===== config.mk =====
export PLATFORM = sky130hd
export DESIGN_NAME = inst_fetch_flat
export DESIGN_NICKNAME = d
export VERILOG_FILES = /design/src/rtl/cpu_defs.sv /design/src/rtl/inst_fetch_if.sv /design/src/rtl/jal_imm_gen.sv /design/src/rtl/inst_fetch.sv /design/src/flat_wrapper.sv
export SDC_FILE = /design/constraint.sdc
export NUM_CORES = 1
export LEC_CHECK = 0
export ABC_AREA = 1
export CAP_MARGIN = 20
export CORE_MARGIN = 2
export CORE_UTILIZATION = 27
export CTS_CLUSTER_DIAMETER = 120
export DETAILED_ROUTE_END_ITERATION = 10
export GPL_ROUTABILITY_DRIVEN = 0
export PLACE_DENSITY = 0.41
export SYNTH_ARGS = -nofsm -noshare
export SYNTH_HDL_FRONTEND = slang
export SYNTH_SLANG_ARGS = --single-unit

===== constraint.sdc =====
create_clock -name CLK -period 2.6 [get_ports CLK]
set_clock_uncertainty 0.05 [all_clocks]
set_input_delay 0.39 -clock CLK [delete_from_list [all_inputs] [get_ports CLK]]
set_output_delay 0.39 -clock CLK [all_outputs]
set_load 0.1 [all_outputs]

===== src/rtl/cpu_defs.sv =====
// Shared CPU definitions: opcodes, bubble encoding, fetch FSM states and
// the history record used by fetch for load-use replay.
package cpu_defs;

    localparam logic [6:0] OPC_LOAD   = 7'b0000011;
    localparam logic [6:0] OPC_OPIMM  = 7'b0010011;
    localparam logic [6:0] OPC_BRANCH = 7'b1100011;
    localparam logic [6:0] OPC_JALR   = 7'b1100111;
    localparam logic [6:0] OPC_JAL    = 7'b1101111;

    localparam logic [31:0] NOP_INST = 32'h00000013;

    typedef enum logic [1:0] {
        FETCH     = 2'd0,
        WAIT_JALR = 2'd1,
        REPLAY    = 2'd2
    } fetch_state_t;

    typedef struct packed {
        logic [31:0] inst;
        logic [63:0] pc;
    } hist_t;

    // Fetch addresses are word aligned; stray low bits are simply dropped.
    function automatic logic [63:0] align4(input logic [63:0] a);
        return a & ~64'h3;
    endfunction

endpackage


===== src/rtl/inst_fetch_if.sv =====
// Instruction memory port: request/address out, same-cycle ready/data back.
interface inst_fetch_if;
    logic        imem_req;
    logic [63:0] imem_addr;
    logic        imem_ready;
    logic [31:0] imem_rdata;

    modport master (output imem_req, output imem_addr,
                    input  imem_ready, input imem_rdata);
    modport slave  (input  imem_req, input imem_addr,
                    output imem_ready, output imem_rdata);
endinterface


===== src/rtl/jal_imm_gen.sv =====
// J-type immediate: sign-extended {imm[20],imm[19:12],imm[11],imm[10:1],0}.
module jal_imm_gen (
    input  logic [31:0] i_inst,
    output logic [63:0] o_imm
);
    logic w_unused;

    assign o_imm = {{43{i_inst[31]}}, i_inst[31], i_inst[19:12],
                    i_inst[20], i_inst[30:21], 1'b0};
    // rd and opcode fields carry no immediate bits
    assign w_unused = ^i_inst[11:0];
endmodule


===== src/rtl/inst_fetch.sv =====
// Instruction fetch stage: same-cycle imem handshake, JAL redirect, JALR wait,
// branch redirect and load-use replay from a two-entry presentation history.
module inst_fetch
    import cpu_defs::*;
#(
    parameter logic [63:0] RESET_PC = 64'h0,
    parameter logic [31:0] NOP      = NOP_INST
) (
    input  logic         CLK,
    input  logic         reset,
    inst_fetch_if.master imem,
    output logic [31:0]  inst,
    output logic [63:0]  PC_o,
    input  logic         stall,
    input  logic         stall_raise,
    input  logic         jalr_valid,
    input  logic [63:0]  jalr_target,
    input  logic         branch_taken,
    input  logic [63:0]  branch_target
);
    fetch_state_t r_state;
    logic [63:0]  r_pc;
    logic [31:0]  r_inst;
    logic [63:0]  r_pc_o;
    hist_t        r_h1;
    hist_t        r_h0;
    logic         r_run;

    logic         w_req;
    logic         w_hs;
    logic [6:0]   w_opc;
    logic [63:0]  w_jal_off;
    logic [63:0]  w_jal_tgt;

    jal_imm_gen u_jal_imm (
        .i_inst (imem.imem_rdata),
        .o_imm  (w_jal_off)
    );

    // r_run keeps the request low until the first edge after reset release
    assign w_req     = r_run && (r_state == FETCH) && !stall && !stall_raise;
    assign w_hs      = w_req && imem.imem_ready;
    assign w_opc     = imem.imem_rdata[6:0];
    assign w_jal_tgt = align4(r_pc + w_jal_off);

    assign imem.imem_req  = w_req;
    assign imem.imem_addr = r_pc;
    assign inst           = r_inst;
    assign PC_o           = r_pc_o;

    always_ff @(posedge CLK or negedge reset) begin
        if (!reset) begin
            r_state <= FETCH;
            r_pc    <= RESET_PC;
            r_inst  <= NOP;
            r_pc_o  <= RESET_PC;
            r_h1    <= {NOP, RESET_PC};
            r_h0    <= {NOP, RESET_PC};
            r_run   <= 1'b0;
        end else begin
            r_run <= 1'b1;
            if (branch_taken) begin
                r_pc    <= align4(branch_target);
                r_inst  <= NOP;
                r_h1    <= {NOP, RESET_PC};
                r_h0    <= {NOP, RESET_PC};
                r_state <= FETCH;
            end else if (stall) begin
                r_state <= r_state;
            end else if (stall_raise) begin
                r_inst  <= r_h1.inst;
                r_pc_o  <= r_h1.pc;
                r_state <= REPLAY;
            end else if (r_state == WAIT_JALR) begin
                r_inst <= NOP;
                if (jalr_valid) begin
                    r_pc    <= align4(jalr_target);
                    r_state <= FETCH;
                end
            end else if (r_state == REPLAY) begin
                r_inst  <= r_h0.inst;
                r_pc_o  <= r_h0.pc;
                r_state <= FETCH;
            end else if (w_hs) begin
                r_inst <= imem.imem_rdata;
                r_pc_o <= r_pc;
                r_h1   <= r_h0;
                r_h0   <= {imem.imem_rdata, r_pc};
                // JAL/JALR are still presented so decode can write rd
                if (w_opc == OPC_JAL) begin
                    r_pc <= w_jal_tgt;
                end else if (w_opc == OPC_JALR) begin
                    r_state <= WAIT_JALR;
                end else begin
                    r_pc <= r_pc + 64'd4;
                end
            end else begin
                r_inst <= NOP;
            end
        end
    end
endmodule


===== src/flat_wrapper.sv =====
// flat-port wrapper written by rule: the top's interface ports become plain ports
module inst_fetch_flat import cpu_defs::*;
#(
    parameter logic [63:0] RESET_PC = 64'h0,
    parameter logic [31:0] NOP      = NOP_INST
)
  (CLK, reset, inst, PC_o, stall, stall_raise, jalr_valid, jalr_target, branch_taken, branch_target, imem_imem_req, imem_imem_addr, imem_imem_ready, imem_imem_rdata);
  inst_fetch_if imem_i ();
  input  logic CLK;
  input  logic reset;
  output logic [31:0] inst;
  output logic [63:0] PC_o;
  input  logic stall;
  input  logic stall_raise;
  input  logic jalr_valid;
  input  logic [63:0] jalr_target;
  input  logic branch_taken;
  input  logic [63:0] branch_target;
  output wire logic [$bits(imem_i.imem_req)-1:0] imem_imem_req;
  output wire logic [$bits(imem_i.imem_addr)-1:0] imem_imem_addr;
  input wire logic [$bits(imem_i.imem_ready)-1:0] imem_imem_ready;
  input wire logic [$bits(imem_i.imem_rdata)-1:0] imem_imem_rdata;
  assign imem_imem_req = imem_i.imem_req;
  assign imem_imem_addr = imem_i.imem_addr;
  assign imem_i.imem_ready = imem_imem_ready;
  assign imem_i.imem_rdata = imem_imem_rdata;
  inst_fetch #(.RESET_PC(RESET_PC), .NOP(NOP)) u_core (.CLK(CLK), .reset(reset), .imem(imem_i), .inst(inst), .PC_o(PC_o), .stall(stall), .stall_raise(stall_raise), .jalr_valid(jalr_valid), .jalr_target(jalr_target), .branch_taken(branch_taken), .branch_target(branch_target));
endmodule

Yosys cells after proc, flatten, opt, wreduce, memory -nomap -nowiden
Cells that the tools add are included.
{"block": "word_totals", "ff_bits": 355, "latch_bits": 0, "mem_bits_rw": 0, "mem_bits_ro": 0, "in_bits": 167, "output_inout_bits": 161, "word_cells": 83, "mem_count": 0}
{"block": "classes", "addsub": 2, "mul": 0, "n_div": 0, "order_cmp": 0, "n_eq_ne": 14, "shift": 0, "muxes": 40, "bitwise_logic": 2, "reduce_logical": 16}
{"operator": "96-bit 2-to-1 mux", "count": 12}
{"operator": "64-bit 2-to-1 mux", "count": 13}
{"operator": "32-bit 2-to-1 mux", "count": 6}
{"operator": "64-bit by 3-bit adder with 64-bit output, second input constant", "count": 1}
{"operator": "64-bit adder", "count": 1}
{"operator": "2-bit 2-to-1 mux", "count": 9}
{"operator": "7-bit == test, second input constant", "count": 2}
{"operator": "5-bit AND reduction", "count": 2}
{"operator": "5-bit nonzero test", "count": 2}
{"operator": "2-bit inequality test, second input constant", "count": 3}
{"operator": "6-bit AND reduction", "count": 1}
{"operator": "3-bit nonzero test", "count": 2}
{"operator": "5-bit by 3-bit inequality test with 1-bit output, second input constant", "count": 1}
{"operator": "1-bit logical AND", "count": 4}
{"operator": "2-bit by 1-bit inequality test with 1-bit output, second input constant", "count": 2}
{"operator": "4-bit by 2-bit inequality test with 1-bit output, second input constant", "count": 1}
{"operator": "4-bit inequality test, second input constant", "count": 1}
{"operator": "4-bit AND reduction", "count": 1}
{"operator": "3-bit by 2-bit inequality test with 1-bit output, second input constant", "count": 1}
{"operator": "3-bit inequality test, second input constant", "count": 1}
{"operator": "2-bit by 1-bit == test with 1-bit output, second input constant", "count": 1}
{"operator": "2-bit == test, second input constant", "count": 1}
{"operator": "1-bit zero test", "count": 2}
{"operator": "2-bit zero test", "count": 1}
{"operator": "2 further kinds", "count": 3}

Longest topological paths before layout
{"block": "depth", "depth_word": 11, "depth_mapped": 18, "mapped_depth_nobuf": 18}

By module
A second synthesis with hierarchy kept.
{"block": "hier_totals", "cells_unflattened": 3444, "area_unflattened_um2": 23637.7}
{"mod": "inst_fetch", "instances": 1, "cells_each": 3379, "area_per_inst_um2": 23153.5, "seq_area_each_um2": 8769.7}
{"mod": "jal_imm_gen", "instances": 1, "cells_each": 65, "area_per_inst_um2": 484.2, "seq_area_each_um2": 0.0}

Worst setup path before layout
No wires, ideal clock.
{"block": "synth_timing", "path_type": "reg2reg", "startpoint": "register u_core.r_state[0]", "endpoint": "register u_core.r_pc[57], in the netlist u_core.imem.imem_addr[57]", "setup_ns": 0.129, "arrival_ns": 3.042, "required_time_ns": 2.421, "setup_slack_ns": -0.621, "path_stages_with_launch": 12, "path_buffers": 1, "period_less_slack_ns": 3.221, "path_cell_list": "dfrtp_1 -> inv_1 -> ha_1 -> nand2_1 -> nor3_2 -> and2_2 -> nand2_2 -> o21ai_1 -> nand2_2 -> buf_2 -> a221oi_1 -> a21oi_1"}
{"block": "synth_via", "elab_chain_len": 7, "elab_cells_between_ends": 16, "cone_classes": "eq/ne: 5; mux: 4; reduce/logical: 7"}
{"element": "start: declaration", "line": "inst_fetch.sv:21", "source": "fetch_state_t r_state;"}
{"element": "start signal: assignment", "line": "inst_fetch.sv:69", "source": "r_state <= r_state;"}
{"element": "2-bit zero test", "line": "inst_fetch.sv:41", "source": "assign w_req = r_run && (r_state == FETCH) && !stall && !stall_raise;"}
{"element": "1-bit logical AND (3 in a row)", "line": "inst_fetch.sv:41"}
{"element": "named net imem_imem_req", "line": "flat_wrapper.sv:19", "source": "output wire logic [$bits(imem_i.imem_req)-1:0] imem_imem_req;"}
{"element": "1-bit logical AND", "line": "inst_fetch.sv:42", "source": "assign w_hs = w_req && imem.imem_ready;"}
{"element": "3-bit nonzero test (no source line)"}
{"element": "6-bit AND reduction (no source line)"}
{"element": "end signal: assignment", "line": "inst_fetch.sv:63", "source": "r_pc <= align4(branch_target);"}
{"element": "end signal: assignment", "line": "inst_fetch.sv:77", "source": "r_pc <= align4(jalr_target);"}
{"element": "end signal: assignment", "line": "inst_fetch.sv:91", "source": "r_pc <= w_jal_tgt;"}
{"element": "end: declaration", "line": "inst_fetch.sv:22", "source": "logic [63:0] r_pc;"}
The timed path passes the listed nets, and every way through them passes these cells. The select of a mux whose other input is x is not followed.
A chain may end at the register's enable or synchronous reset.

Worst setup path after layout
{"block": "layout_timing", "startpoint": "register u_core.r_pc[17], in the netlist u_core.imem.imem_addr[17]", "endpoint": "register u_core.r_pc[22], in the netlist u_core.imem.imem_addr[22]"}
{"block": "layout_via", "elab_chain_len": 9, "elab_cells_between_ends": 10, "cone_classes": "add/sub: 2; mux: 8"}
{"element": "64-bit by 3-bit adder with 64-bit output", "line": "inst_fetch.sv:95", "source": "r_pc <= r_pc + 64'd4;"}
{"element": "64-bit 2-to-1 mux", "line": "inst_fetch.sv:92", "source": "end else if (w_opc == OPC_JALR) begin"}
{"element": "64-bit 2-to-1 mux (*)", "line": "inst_fetch.sv:90", "source": "if (w_opc == OPC_JAL) begin"}
{"element": "64-bit 2-to-1 mux (*)", "line": "inst_fetch.sv:84", "source": "end else if (w_hs) begin"}
{"element": "64-bit 2-to-1 mux (*)", "line": "inst_fetch.sv:80", "source": "end else if (r_state == REPLAY) begin"}
{"element": "64-bit 2-to-1 mux (*)", "line": "inst_fetch.sv:74", "source": "end else if (r_state == WAIT_JALR) begin"}
{"element": "64-bit 2-to-1 mux (*)", "line": "inst_fetch.sv:70", "source": "end else if (stall_raise) begin"}
{"element": "64-bit 2-to-1 mux (*)", "line": "inst_fetch.sv:68", "source": "end else if (stall) begin"}
{"element": "64-bit 2-to-1 mux (*)", "line": "inst_fetch.sv:62", "source": "if (branch_taken) begin"}
Every way passes the cells marked *; elsewhere a longest branch is shown, timed or not. The select of a mux whose other input is x is not followed.

==> results.rst <==
.. list-table::
   :header-rows: 1

   * - Metric
     - Value
   * - Crit path time final
     - 2.51 ns
   * - Final core utilization
     - 39.1%
   * - Total number of vias
     - 25700
   * - Area contributors post-synth
     - sky130_fd_sc_hd__dfrtp_1 (37%), sky130_fd_sc_hd__nand2_1 (15%), sky130_fd_sc_hd__inv_1 (7.8%)
   * - Crit path kind
     - reg -> reg
   * - Die ar.
     - 88700 sq um
   * - Synthesis-to-finish area growth
     - 43.3%
   * - Count of buffers from port buffering
     - 321
   * - Final HPWL from detailed placement
     - 90300 um
   * - Max-Cap Viols
     - 0
   * - Register cell area after layout
     - 8800 sq um
   * - Fraction of registers with async set or reset after synthesis
     - 100%
   * - Power density over the cells
     - 1030 nW/um^2
   * - Total core area
     - 85400 sq um
   * - Global-route usage over all layers
     - 25.0%
   * - Measured slew at the worst slew-check pin
     - 0.646 ns
   * - Cts bufs inserted
     - 45
   * - Clock slew at the register clock pins of the worst setup and hold paths
     - 0.06 ns
   * - Crit share post-route
     - 96.7%
   * - Layout cells sized above 1
     - 23.1%
   * - Antenna violations before repair
     - 2
   * - Post-DR vias/cell
     - 4.85
   * - Setup-violating endpoint count in the final report
     - 0
   * - First-pass DRT Iterations
     - 6
   * - Final hold violation count
     - 0
   * - Cell taking the most area after synthesis
     - sky130_fd_sc_hd__dfrtp_1
   * - Placement-stage worst setup slack
     - -0.533 ns
   * - Maximum buffer depth of the clock tree
     - 3
   * - Synth Warn #
     - 0
   * - Leakage power
     - 0.0157 uW
   * - Count of pins over their slew limit
     - 0
   * - WL final
     - 114000 um
   * - Number of clock sinks
     - 350
   * - Root cell of the clock tree
     - sky130_fd_sc_hd__clkbuf_16
   * - EDFF count, synth
     - 0
   * - Number of distinct library cells after synthesis
     - 56
   * - Final setup slack of the worst path
     - 0.0860 ns
   * - Sequential-to-total area share from yosys stat
     - 37.6%
   * - Horizontal die dimension
     - 298 um
   * - Critical path arrival
     - 3.01 ns
   * - Maximum clock rate
     - 398 MHz
   * - Post-synthesis register bit count
     - 350
   * - Setup repair after global routing missed its margin
     - true
   * - Mean Syn Cell Area
     - 6.94 sq um
   * - Remaining routing DRC violations
     - 0
   * - TritonCTS clock tree
     - built
   * - Number of global-route vias before repair
     - 25500
   * - Netlist area before placement
     - 23300 sq um
   * - Height of the die
     - 298 um
   * - Num ports
     - 328
   * - Antenna-violating nets left
     - 0
   * - Total gr overflow
     - 0
   * - Insertion delay to the later sink of the worst-skew pair
     - 0.61 ns
   * - Pin count of the biggest net entering global routing
     - 115
   * - Maximum fanout along the worst path
     - 3
   * - Number of levels the H-tree was split into
     - 2
   * - Result of the run
     - finished, final reports clean
   * - Average wire per standard cell
     - 21.5 um
   * - Critical Path RT
     - 3.10 ns
   * - Post-synthesis cell count
     - 3360
   * - Fillers
     - 9295
   * - Fin nets
     - 4345
   * - Share of the synthesized area in the top cell type
     - 36.6%
   * - Max_slew headroom
     - 56.9%
   * - Worst supply voltage drop on vdd
     - 0.000753 V
   * - Starting DRT DRC Count
     - 2083
   * - Most instantiated flip-flop cell in the synthesis netlist
     - sky130_fd_sc_hd__dfrtp_1
   * - Element type at the critical path end
     - flip-flop
   * - Starting Density
     - 27.3%
   * - Kind of start point of the critical path
     - flip-flop
   * - Global-route wire length before repair
     - 167000 um
   * - Min-Delay Path Class
     - in -> reg
   * - Placement row count
     - 107
   * - Multi-input gate area
     - 12600 sq um
-- path summary, 6_finish.rpt --
check / from / depth (start not counted) / slack (ns) / endpoint
min in group asynchronous: reset / 2 / 0.33 / u_core.inst[23]
max in group asynchronous: reset / 4 / 1.27 / u_core.r_h0[50]
max reg2reg: u_core.imem.imem_addr[17] / 11 / 0.09 / u_core.imem.imem_addr[22]
max: u_core.imem.imem_addr[17] / 11 / 0.09 / u_core.imem.imem_addr[22]
min reg2reg: u_core.inst[0] / 2 / 0.42 / u_core.inst[0]
min: branch_taken / 3 / 0.21 / u_core.imem.imem_addr[10]
-- report_power, final --
group / total [uW] / internal (uW) / leakage [uW] / switching, uW
logic: 20700 / 6290 / 0.0104 / 14400
registers: 7010 / 6260 / 0.00451 / 746
clock network: 6640 / 3920 / 0.000757 / 2720
total: 34300 / 16500 / 0.0157 / 17900
-- state kept, by name (all words and copies together) (netlist names) --
signal,flops
u_core.r_h0,95
u_core.r_h1,95
u_core.PC_o,63
u_core.imem.imem_addr,62
u_core.inst,32
u_core.r_state,2
u_core.r_run,1
-- logic make-up (layout without fill, tap and decap cells) --
kind of cell | Yosys count | in the layout | share of synthesized area [%]
simple gates | 1500 | 1500 | 26.4
compound gates | 749 | 749 | 19.7
buf+inv | 641 | 1426 | 10.8
flops | 350 | 350 | 37.6
fa+ha+maj | 66 | 66 | 3.57
xor+xnor | 52 | 52 | 1.95
other cells | 2 | 5 | 0.0322
-- Yosys cell counts (all sizes together), types with 7 or more instances --
cell and n:
nand4 30, buf 71, nand2 929, nor2 330, o22ai 168, dfrtp 341
o21bai 21, o21ai 232, a221oi 43, nand3 133, nor4 7, ha 65
xor2 47, nand3b 9, o211ai 66, nor3 54, clkbuf 72, o21a 64
inv 496, dfstp 9, a21oi 129
-- metrics by stage --
stage                     setup TNS, ns  std cells  total power, uW  hold slack [ns]  instance area, sq um
after CTS                             0       5280            33900            0.183                 32900
after global routing             -0.171       5292            36000            0.208                 33400
after detailed placement         -32.03       5197            27100            0.364                 31300
after floorplan                   -6.30       3362            18600           0.0444                 23500
after global placement           -30.47       5197            27200            0.369                 31300
final                                 0       5292            34300            0.208                 33400
-- critical path, cell delays in order (launching register included) --
cell	delay, ns
sky130_fd_sc_hd__dfrtp_2	0.45
sky130_fd_sc_hd__ha_1	0.32
sky130_fd_sc_hd__a21oi_1	0.28
sky130_fd_sc_hd__o21ai_0	0.23
sky130_fd_sc_hd__a21oi_2	0.27
sky130_fd_sc_hd__nand2_1	0.19
sky130_fd_sc_hd__nand2_1	0.10
sky130_fd_sc_hd__a21oi_1	0.06
sky130_fd_sc_hd__o21ai_1	0.27
sky130_fd_sc_hd__buf_4	0.16
sky130_fd_sc_hd__nand2_1	0.04
sky130_fd_sc_hd__nand2_1	0.04
-- final cells by class --
class | instances | area share (%)
Timing Repair Buffer | 846 | 21.4
Clock inverter | 16 | 0.745
Sequential cell | 350 | 26.3
Tap cell | 1144 | 4.28
Inverter | 498 | 5.63
Antenna cell | 1 | 0.00749
Multi-Input combinational cell | 2371 | 37.7
Clock buffer | 66 | 3.91
-- timing repair --
item / 4_1_cts / 5_1_grt
gates resized for setup: 14 / 120
setup buffers: 0 / 11
endpoints found under the setup margin: 9 / 45
pin swaps: 0 / 11
endpoints found under the hold margin: 42 / 0
hold buffers: 1 / 0
-- layer usage --
metal	global-route usage (%)	wire, um	vias up
met5	0	13	-
met4	6.56	3330	2
met3	2.57	4880	168
met2	39.6	50800	662
met1	36.1	54500	12300
li1	-	-	12500
-- cells in the final DEF (no fill, tap or decap), drive strengths merged, types with 2 or more instances in the layout --
| master | count |
|---|---|
| ha | 65 |
| nor3 | 54 |
| xor2 | 47 |
| o2111ai | 4 |
| conb | 4 |
| dfrtp | 341 |
| nand3 | 133 |
| a31oi | 5 |
| o211ai | 66 |
| and3 | 2 |
| clkbuf | 66 |
| o21bai | 21 |
| a22oi | 2 |
| o221ai | 2 |
| nand3b | 9 |
| clkinv | 12 |
| a221oi | 43 |
| a21oi | 129 |
| clkdlybuf4s50 | 159 |
| dfstp | 9 |
| a211oi | 2 |
| buf | 686 |
| nor4 | 7 |
| or2 | 2 |
| xnor2 | 5 |
| and2 | 3 |
| o21ai | 232 |
| inv | 497 |
| nand4 | 30 |
| a2bb2oi | 4 |
| nand2 | 929 |
| nor2 | 330 |
| bufinv | 4 |
| a41oi | 2 |
| o22ai | 168 |
| a21o | 3 |
| o21a | 64 |
Note: power is estimated with default switching activity, not from simulation.
